**config.mk**
```make
export PLATFORM = sky130hd
export DESIGN_NAME = div_sqrt_issue_flat
export DESIGN_NICKNAME = d
export VERILOG_FILES = /design/src/rtl/div_sqrt_issue_if.sv /design/src/rtl/div_sqrt_issue.sv /design/src/flat_wrapper.sv
export SDC_FILE = /design/constraint.sdc
export NUM_CORES = 1
export LEC_CHECK = 0
export CORE_MARGIN = 5
export CORE_UTILIZATION = 61
export CTS_CLUSTER_DIAMETER = 100
export CTS_CLUSTER_SIZE = 30
export DETAILED_ROUTE_END_ITERATION = 16
export DONT_BUFFER_PORTS = 1
export PLACE_DENSITY_LB_ADDON = 0.25
export SETUP_SLACK_MARGIN = 0.05
export SLEW_MARGIN = 10
export SYNTH_ARGS = -nofsm -noshare
export SYNTH_HDL_FRONTEND = slang
export SYNTH_SLANG_ARGS = --single-unit
```
**constraint.sdc**
```tcl
create_clock -name Clk_CI -period 1.88 [get_ports Clk_CI]
set_input_delay 0.188 -clock Clk_CI [delete_from_list [all_inputs] [get_ports Clk_CI]]
set_output_delay 0.188 -clock Clk_CI [all_outputs]
set_load 0.005 [all_outputs]
```
**src/rtl/div_sqrt_issue_if.sv**
```systemverilog
// rtl/div_sqrt_issue_if.sv - request, unit and response signals of the div/sqrt issue controller
// slave is the controller's view; master is the view of whoever surrounds it.
interface div_sqrt_issue_if #(
  parameter int C_OP      = 32,
  parameter int C_RM      = 3,
  parameter int TAG_WIDTH = 4
);
  logic                 In_valid_SI;
  logic                 In_ready_SO;
  logic                 In_sqrt_SI;
  logic [C_OP-1:0]      In_operand_a_DI;
  logic [C_OP-1:0]      In_operand_b_DI;
  logic [C_RM-1:0]      In_rm_DI;
  logic [TAG_WIDTH-1:0] In_tag_DI;
  logic                 Div_start_SO;
  logic                 Sqrt_start_SO;
  logic [C_OP-1:0]      Operand_a_DO;
  logic [C_OP-1:0]      Operand_b_DO;
  logic [C_RM-1:0]      RM_SO;
  logic                 Unit_ready_SI;
  logic                 Unit_done_SI;
  logic [31:0]          Unit_result_DI;
  logic                 Unit_exp_of_SI;
  logic                 Unit_exp_uf_SI;
  logic                 Unit_div_zero_SI;
  logic                 Out_valid_SO;
  logic                 Out_ready_SI;
  logic [31:0]          Out_result_DO;
  logic [3:0]           Out_flags_DO;
  logic [TAG_WIDTH-1:0] Out_tag_DO;
  logic                 Busy_SO;

  modport slave (
    input  In_valid_SI, In_sqrt_SI, In_operand_a_DI, In_operand_b_DI, In_rm_DI, In_tag_DI,
    input  Unit_ready_SI, Unit_done_SI, Unit_result_DI, Unit_exp_of_SI, Unit_exp_uf_SI,
    input  Unit_div_zero_SI, Out_ready_SI,
    output In_ready_SO, Div_start_SO, Sqrt_start_SO, Operand_a_DO, Operand_b_DO, RM_SO,
    output Out_valid_SO, Out_result_DO, Out_flags_DO, Out_tag_DO, Busy_SO
  );

  modport master (
    output In_valid_SI, In_sqrt_SI, In_operand_a_DI, In_operand_b_DI, In_rm_DI, In_tag_DI,
    output Unit_ready_SI, Unit_done_SI, Unit_result_DI, Unit_exp_of_SI, Unit_exp_uf_SI,
    output Unit_div_zero_SI, Out_ready_SI,
    input  In_ready_SO, Div_start_SO, Sqrt_start_SO, Operand_a_DO, Operand_b_DO, RM_SO,
    input  Out_valid_SO, Out_result_DO, Out_flags_DO, Out_tag_DO, Busy_SO
  );
endinterface

```
**src/rtl/div_sqrt_issue.sv**
```systemverilog
// rtl/div_sqrt_issue.sv - issues one div/sqrt operation at a time and returns its tagged result
// A watchdog substitutes a quiet-NaN timeout response if the unit never signals done.
module div_sqrt_issue #(
  parameter int C_OP      = 32,
  parameter int C_RM      = 3,
  parameter int TAG_WIDTH = 4,
  parameter int TIMEOUT   = 64
) (
  input  logic            Clk_CI,
  input  logic            Rst_RI,
  div_sqrt_issue_if.slave bus
);
  localparam int CW = $clog2(TIMEOUT + 1);
  localparam logic [CW-1:0] CNT_LAST = CW'(TIMEOUT - 1);

  typedef enum logic [1:0] {S_IDLE, S_ISSUE, S_WAIT, S_HOLD} state_t;

  state_t               state_q, state_d;
  logic                 sqrt_q;
  logic [C_OP-1:0]      a_q, b_q;
  logic [C_RM-1:0]      rm_q;
  logic [TAG_WIDTH-1:0] tag_q;
  logic [31:0]          result_q;
  logic [3:0]           flags_q;
  logic [CW-1:0]        cnt_q;
  logic                 in_ready, div_start, sqrt_start, out_valid, accept;

  always_comb begin
    state_d    = state_q;
    in_ready   = 1'b0;
    div_start  = 1'b0;
    sqrt_start = 1'b0;
    out_valid  = 1'b0;
    case (state_q)
      S_IDLE: begin
        in_ready = 1'b1;
        if (bus.In_valid_SI) state_d = S_ISSUE;
      end
      S_ISSUE: begin
        if (bus.Unit_ready_SI) begin
          div_start  = ~sqrt_q;
          sqrt_start = sqrt_q;
          state_d    = S_WAIT;
        end
      end
      S_WAIT: begin
        if (bus.Unit_done_SI || cnt_q == CNT_LAST) state_d = S_HOLD;
      end
      S_HOLD: begin
        out_valid = 1'b1;
        in_ready  = bus.Out_ready_SI;
        if (bus.Out_ready_SI) state_d = bus.In_valid_SI ? S_ISSUE : S_IDLE;
      end
      default: state_d = S_IDLE;
    endcase
  end

  assign accept = in_ready & bus.In_valid_SI;

  always_ff @(posedge Clk_CI) begin
    if (Rst_RI) begin
      state_q  <= S_IDLE;
      sqrt_q   <= 1'b0;
      a_q      <= '0;
      b_q      <= '0;
      rm_q     <= '0;
      tag_q    <= '0;
      result_q <= '0;
      flags_q  <= '0;
      cnt_q    <= '0;
    end else begin
      state_q <= state_d;
      if (accept) begin
        sqrt_q <= bus.In_sqrt_SI;
        a_q    <= bus.In_operand_a_DI;
        b_q    <= bus.In_operand_b_DI;
        rm_q   <= bus.In_rm_DI;
        tag_q  <= bus.In_tag_DI;
        cnt_q  <= '0;
      end else if (state_q == S_WAIT) begin
        // Leaving WAIT at CNT_LAST caps the count at TIMEOUT, so it never wraps.
        cnt_q <= cnt_q + 1'b1;
      end
      if (state_q == S_WAIT) begin
        if (bus.Unit_done_SI) begin
          result_q <= bus.Unit_result_DI;
          flags_q  <= {1'b0, bus.Unit_div_zero_SI, bus.Unit_exp_uf_SI, bus.Unit_exp_of_SI};
        end else if (cnt_q == CNT_LAST) begin
          result_q <= 32'h7FC0_0000;
          flags_q  <= 4'b1000;
        end
      end
    end
  end

  assign bus.In_ready_SO   = in_ready;
  assign bus.Div_start_SO  = div_start;
  assign bus.Sqrt_start_SO = sqrt_start;
  assign bus.Operand_a_DO  = a_q;
  assign bus.Operand_b_DO  = b_q;
  assign bus.RM_SO         = rm_q;
  assign bus.Out_valid_SO  = out_valid;
  assign bus.Out_result_DO = result_q;
  assign bus.Out_flags_DO  = flags_q;
  assign bus.Out_tag_DO    = tag_q;
  assign bus.Busy_SO       = (state_q != S_IDLE);
endmodule

```
**src/flat_wrapper.sv**
```systemverilog
// flat-port wrapper written by rule: the top's interface ports become plain ports
module div_sqrt_issue_flat 
#(
  parameter int C_OP      = 32,
  parameter int C_RM      = 3,
  parameter int TAG_WIDTH = 4,
  parameter int TIMEOUT   = 64
)
  (Clk_CI, Rst_RI, bus_In_valid_SI, bus_In_sqrt_SI, bus_In_operand_a_DI, bus_In_operand_b_DI, bus_In_rm_DI, bus_In_tag_DI, bus_Unit_ready_SI, bus_Unit_done_SI, bus_Unit_result_DI, bus_Unit_exp_of_SI, bus_Unit_exp_uf_SI, bus_Unit_div_zero_SI, bus_Out_ready_SI, bus_In_ready_SO, bus_Div_start_SO, bus_Sqrt_start_SO, bus_Operand_a_DO, bus_Operand_b_DO, bus_RM_SO, bus_Out_valid_SO, bus_Out_result_DO, bus_Out_flags_DO, bus_Out_tag_DO, bus_Busy_SO);
  div_sqrt_issue_if #(.C_OP(C_OP), .C_RM(C_RM), .TAG_WIDTH(TAG_WIDTH)) bus_i ();
  input  logic Clk_CI;
  input  logic Rst_RI;
  input wire logic [$bits(bus_i.In_valid_SI)-1:0] bus_In_valid_SI;
  input wire logic [$bits(bus_i.In_sqrt_SI)-1:0] bus_In_sqrt_SI;
  input wire logic [$bits(bus_i.In_operand_a_DI)-1:0] bus_In_operand_a_DI;
  input wire logic [$bits(bus_i.In_operand_b_DI)-1:0] bus_In_operand_b_DI;
  input wire logic [$bits(bus_i.In_rm_DI)-1:0] bus_In_rm_DI;
  input wire logic [$bits(bus_i.In_tag_DI)-1:0] bus_In_tag_DI;
  input wire logic [$bits(bus_i.Unit_ready_SI)-1:0] bus_Unit_ready_SI;
  input wire logic [$bits(bus_i.Unit_done_SI)-1:0] bus_Unit_done_SI;
  input wire logic [$bits(bus_i.Unit_result_DI)-1:0] bus_Unit_result_DI;
  input wire logic [$bits(bus_i.Unit_exp_of_SI)-1:0] bus_Unit_exp_of_SI;
  input wire logic [$bits(bus_i.Unit_exp_uf_SI)-1:0] bus_Unit_exp_uf_SI;
  input wire logic [$bits(bus_i.Unit_div_zero_SI)-1:0] bus_Unit_div_zero_SI;
  input wire logic [$bits(bus_i.Out_ready_SI)-1:0] bus_Out_ready_SI;
  output wire logic [$bits(bus_i.In_ready_SO)-1:0] bus_In_ready_SO;
  output wire logic [$bits(bus_i.Div_start_SO)-1:0] bus_Div_start_SO;
  output wire logic [$bits(bus_i.Sqrt_start_SO)-1:0] bus_Sqrt_start_SO;
  output wire logic [$bits(bus_i.Operand_a_DO)-1:0] bus_Operand_a_DO;
  output wire logic [$bits(bus_i.Operand_b_DO)-1:0] bus_Operand_b_DO;
  output wire logic [$bits(bus_i.RM_SO)-1:0] bus_RM_SO;
  output wire logic [$bits(bus_i.Out_valid_SO)-1:0] bus_Out_valid_SO;
  output wire logic [$bits(bus_i.Out_result_DO)-1:0] bus_Out_result_DO;
  output wire logic [$bits(bus_i.Out_flags_DO)-1:0] bus_Out_flags_DO;
  output wire logic [$bits(bus_i.Out_tag_DO)-1:0] bus_Out_tag_DO;
  output wire logic [$bits(bus_i.Busy_SO)-1:0] bus_Busy_SO;
  assign bus_i.In_valid_SI = bus_In_valid_SI;
  assign bus_i.In_sqrt_SI = bus_In_sqrt_SI;
  assign bus_i.In_operand_a_DI = bus_In_operand_a_DI;
  assign bus_i.In_operand_b_DI = bus_In_operand_b_DI;
  assign bus_i.In_rm_DI = bus_In_rm_DI;
  assign bus_i.In_tag_DI = bus_In_tag_DI;
  assign bus_i.Unit_ready_SI = bus_Unit_ready_SI;
  assign bus_i.Unit_done_SI = bus_Unit_done_SI;
  assign bus_i.Unit_result_DI = bus_Unit_result_DI;
  assign bus_i.Unit_exp_of_SI = bus_Unit_exp_of_SI;
  assign bus_i.Unit_exp_uf_SI = bus_Unit_exp_uf_SI;
  assign bus_i.Unit_div_zero_SI = bus_Unit_div_zero_SI;
  assign bus_i.Out_ready_SI = bus_Out_ready_SI;
  assign bus_In_ready_SO = bus_i.In_ready_SO;
  assign bus_Div_start_SO = bus_i.Div_start_SO;
  assign bus_Sqrt_start_SO = bus_i.Sqrt_start_SO;
  assign bus_Operand_a_DO = bus_i.Operand_a_DO;
  assign bus_Operand_b_DO = bus_i.Operand_b_DO;
  assign bus_RM_SO = bus_i.RM_SO;
  assign bus_Out_valid_SO = bus_i.Out_valid_SO;
  assign bus_Out_result_DO = bus_i.Out_result_DO;
  assign bus_Out_flags_DO = bus_i.Out_flags_DO;
  assign bus_Out_tag_DO = bus_i.Out_tag_DO;
  assign bus_Busy_SO = bus_i.Busy_SO;
  div_sqrt_issue #(.C_OP(C_OP), .C_RM(C_RM), .TAG_WIDTH(TAG_WIDTH), .TIMEOUT(TIMEOUT)) u_core (.Clk_CI(Clk_CI), .Rst_RI(Rst_RI), .bus(bus_i));
endmodule
```
==> results.py <==
metrics = {
    "routing": {
        "postRouteAntennaNets": 0,
        "routed_via_density": 5.708,
        "wl_um": 11880,
        "drt_iter0_drc": 166,
        "dr.pass1.iters": 5,
        "via_count": 3505,
        "drc": 0,
        "avgRoutedWirePerCell_um": 19.35,
    },
    "sta": {
        "min_period_ns": 1.761,
        "max_freq_mhz": 567.9,
        "final_max_slew_viol_count": 0,
        "setup_viol": 0,
        "hold_ws_ns": -0.2296,
        "period_share_pct": 93.66,
        "rsz0062_at_grt": "no",
        "tightest_slew_ns": 0.6672,
        "skew_ns": 0.008671,
        "relSlewSlack_pct": 55.42,
        "finalHoldViolations": 90,
    },
    "clocking": {
        "cts-htree-levels": 4,
        "cts-root-buf": "clkbuf_8",
        "clkLatencyLatePin_ns": 0.49,
        "cts_tree": "yes",
        "clk_pin_slew_ns": 0.06,
        "numCtsBuffers": 17,
        "cts_buffer_depth": 2,
        "cts_hold_buf": 28,
        "cts_sinks": 117,
    },
    "yosys": {
        "syn-cell-area_um2": 4239,
        "yosysWarnings": 0,
        "async_flop_share_pct": 0,
        "ys_seq_area_share_pct": 55.25,
        "ys_types": 30,
        "synth_ff_type": "dfxtp_1",
        "synth-seq-cells": 117,
        "syn_nets": 595,
        "syn_avg_cell_area_um2": 8.906,
        "synth_top_area_share_pct": 55.25,
        "synth_edf_count": 0,
        "syn_inst": 476,
        "ys_top_cells_by_area": "dfxtp_1, nand2_1, a21oi_1",
        "yosysTopAreaCell": "dfxtp_1",
    },
    "critical_path": {
        "path_cells": "ha_1 -> buf_4 -> a222oi_1 -> buf_4 -> o21a_1 -> mux2i_1",
        "worstPathMaxFanout": 5,
        "crit_buf_inv": 2,
        "worst_path_most_repeated_cell": "buf_4",
        "cp_slowest_cell": "dfxtp_4",
        "path_depth": 6,
        "worstPathArrival_ns": 2.17,
        "crit_required_ns": 2.29,
        "worstRegToRegCells": 6,
        "setup.worst_path.start_class": "register",
        "end_kind": "register",
        "crit_type": "reg2reg",
        "cpPeakStageDelay_ns": 0.36,
        "path_delay_family": "compound AO/OA/AOI/OAI gates",
    },
    "run_status": {
        "violations": "negative hold slack",
        "status": "finished, violations left",
    },
    "power_and_ir_drop": {
        "powerDensity_nw_per_um2": 1754,
        "power.leakage_nw": 2.013,
        "vdd_drop_max_mv": 1.168,
        "total_power_mw": 9.286,
    },
    "die": {
        "fp.dieW_um": 93.36,
        "start_util_pct": 62.39,
        "core_area_um2": 6794,
        "ios": 225,
        "rows": 30,
        "dieArea_um2": 8716,
        "die_y_um": 93.36,
    },
    "cells_and_area": {
        "fillers": 476,
        "multiInputGateArea_um2": 1677,
        "syn2layout_area_growth_pct": 24.88,
        "stdcell_area_um2": 5294,
        "drive_gt1_share_pct": 11.78,
        "n_antenna_cell": 0,
        "layout.nets": 624,
        "seq_area_um2": 2347,
    },
    "global_route": {
        "grt_first_pass_wirelength_um": 16940,
        "grt.overflow.total": 0,
        "grt_start_max_net_pins": 95,
        "track_usage_pct": 24.86,
        "antenna_found_initial": 0,
        "first_global_vias": 3314,
    },
    "worst_hold_path": {
        "worstHoldPathCells": 1,
        "min_path_type": "in2reg",
    },
    "place": {
        "routabilityCongestion": 0.7693,
        "portBuffers": 0,
        "dpl.hpwl_um": 7170,
        "dpl_cell_area_um2": 4249,
    },
    "job": {
        "maxCapViolCount": 0,
    },
}
-- logic make-up (layout without fill, tap and decap cells) --
| group | after synthesis | count (layout) | share of synthesized area [%] |
|---|---|---|---|
| AOI/OAI and AO/OA | 117 | 117 | 17.38 |
| muxes | 2 | 2 | 0.4723 |
| adders and majority gates | 6 | 6 | 1.771 |
| buffers and inverters | 40 | 82 | 5.726 |
| DFF | 117 | 117 | 55.25 |
| xor gates and xnor gates | 6 | 6 | 1.240 |
| and+or+nand+nor | 188 | 188 | 18.15 |
-- layer usage --
metal  global-route usage (%)  wire length (um)  up-vias
met5                        0                 0        -
met4                    8.303               129        0
met3                    10.94              1242       13
met2                    43.42              6375      180
met1                    26.70              4132     1662
li1                         -                 -     1650
-- Yosys cell counts (2+ instances only) --
cell and count:
nand2_1 148, nand2b_1 2, xnor2_1 3, a21oi_2 2, buf_4 4, buf_2 2, clkbuf_1 17, xor2_1 3
a21oi_1 82, ha_1 6, a22o_1 26, mux2i_1 2, dfxtp_1 117, a211oi_1 2, buf_6 10, nor3_1 16
inv_1 7, nor2_1 14, nand4_1 2
-- power breakdown --
part	switching, mW	total (mW)	internal (mW)
Clock	1.14	3.30	2.16
Sequential	0.455	3.50	3.04
Combinational	1.46	2.49	1.03
-- cell usage in the layout (no fill, tap or decap), types with 4 or more instances in the layout --
cell type      Yosys  layout
nand2_1          148     148
dfxtp_1          117     115
a21oi_1           82      82
dlygate4sd3_1      0      28
a22o_1            26      26
clkbuf_16          0      19
nor3_1            16      16
nor2_1            14      13
inv_1              7       6
ha_1               6       6
clkinv_4           0       6
buf_4              4       6
bufinv_16          0       4
buf_12             0       4
-- state kept, by name (all words and copies together), names as in the netlist --
signal	cells
u_core.bus.Out_tag_DO	4
u_core.bus.Operand_a_DO	32
u_core.bus.Out_result_DO	32
u_core.bus.RM_SO	3
u_core.bus.Out_flags_DO	4
u_core.cnt_q	7
u_core.state_q	2
u_core.bus.Operand_b_DO	32
u_core.sqrt_q	1
-- path summary, 6_finish.rpt --
check | from | endpoint | slack [ns]
max | u_core.state_q[1] | u_core.state_q[1] | 0.12
min | Rst_RI | u_core.bus.Out_result_DO[22] | -0.23
max reg2reg | u_core.state_q[1] | u_core.state_q[1] | 0.12
min reg2reg | u_core.bus.Operand_a_DO[13] | u_core.bus.Operand_a_DO[13] | 0.47
-- per-stage QoR --
| stage | util, % | instances | worst slack, ns | TNS (ns) |
|---|---|---|---|---|
| 2_1_floorplan | - | 476 | 0.1623 | 0 |
| 3_3_place_gp | 62.54 | 548 | 0.03061 | 0 |
| 3_5_place_dp | 62.54 | 548 | -0.03713 | -0.4761 |
| 4_1_cts | 75.97 | 608 | 0.06166 | 0 |
| 5_1_grt | 77.92 | 614 | 0.05047 | 0 |
| 6_report | 77.92 | 614 | 0.1192 | 0 |
-- timing repair --
item / CTS / global route
setup buffers: 0 / 2
cloned: 0 / 4
pin swaps: 0 / 2
setup endpoints to repair: 100 / 76
endpoints found under the hold margin: 117 / 90
resized for setup: 4 / 5
-- layout make-up --
cell class	count	area share, %
Clock buffer	17	7.823
Clock inverter	15	3.900
Inverter	7	0.4963
Multi-Input combinational cell	319	31.67
Sequential cell	117	44.34
Tap cell	96	2.269
Timing Repair Buffer	43	9.501
Note: power is estimated with default switching activity, not from simulation.
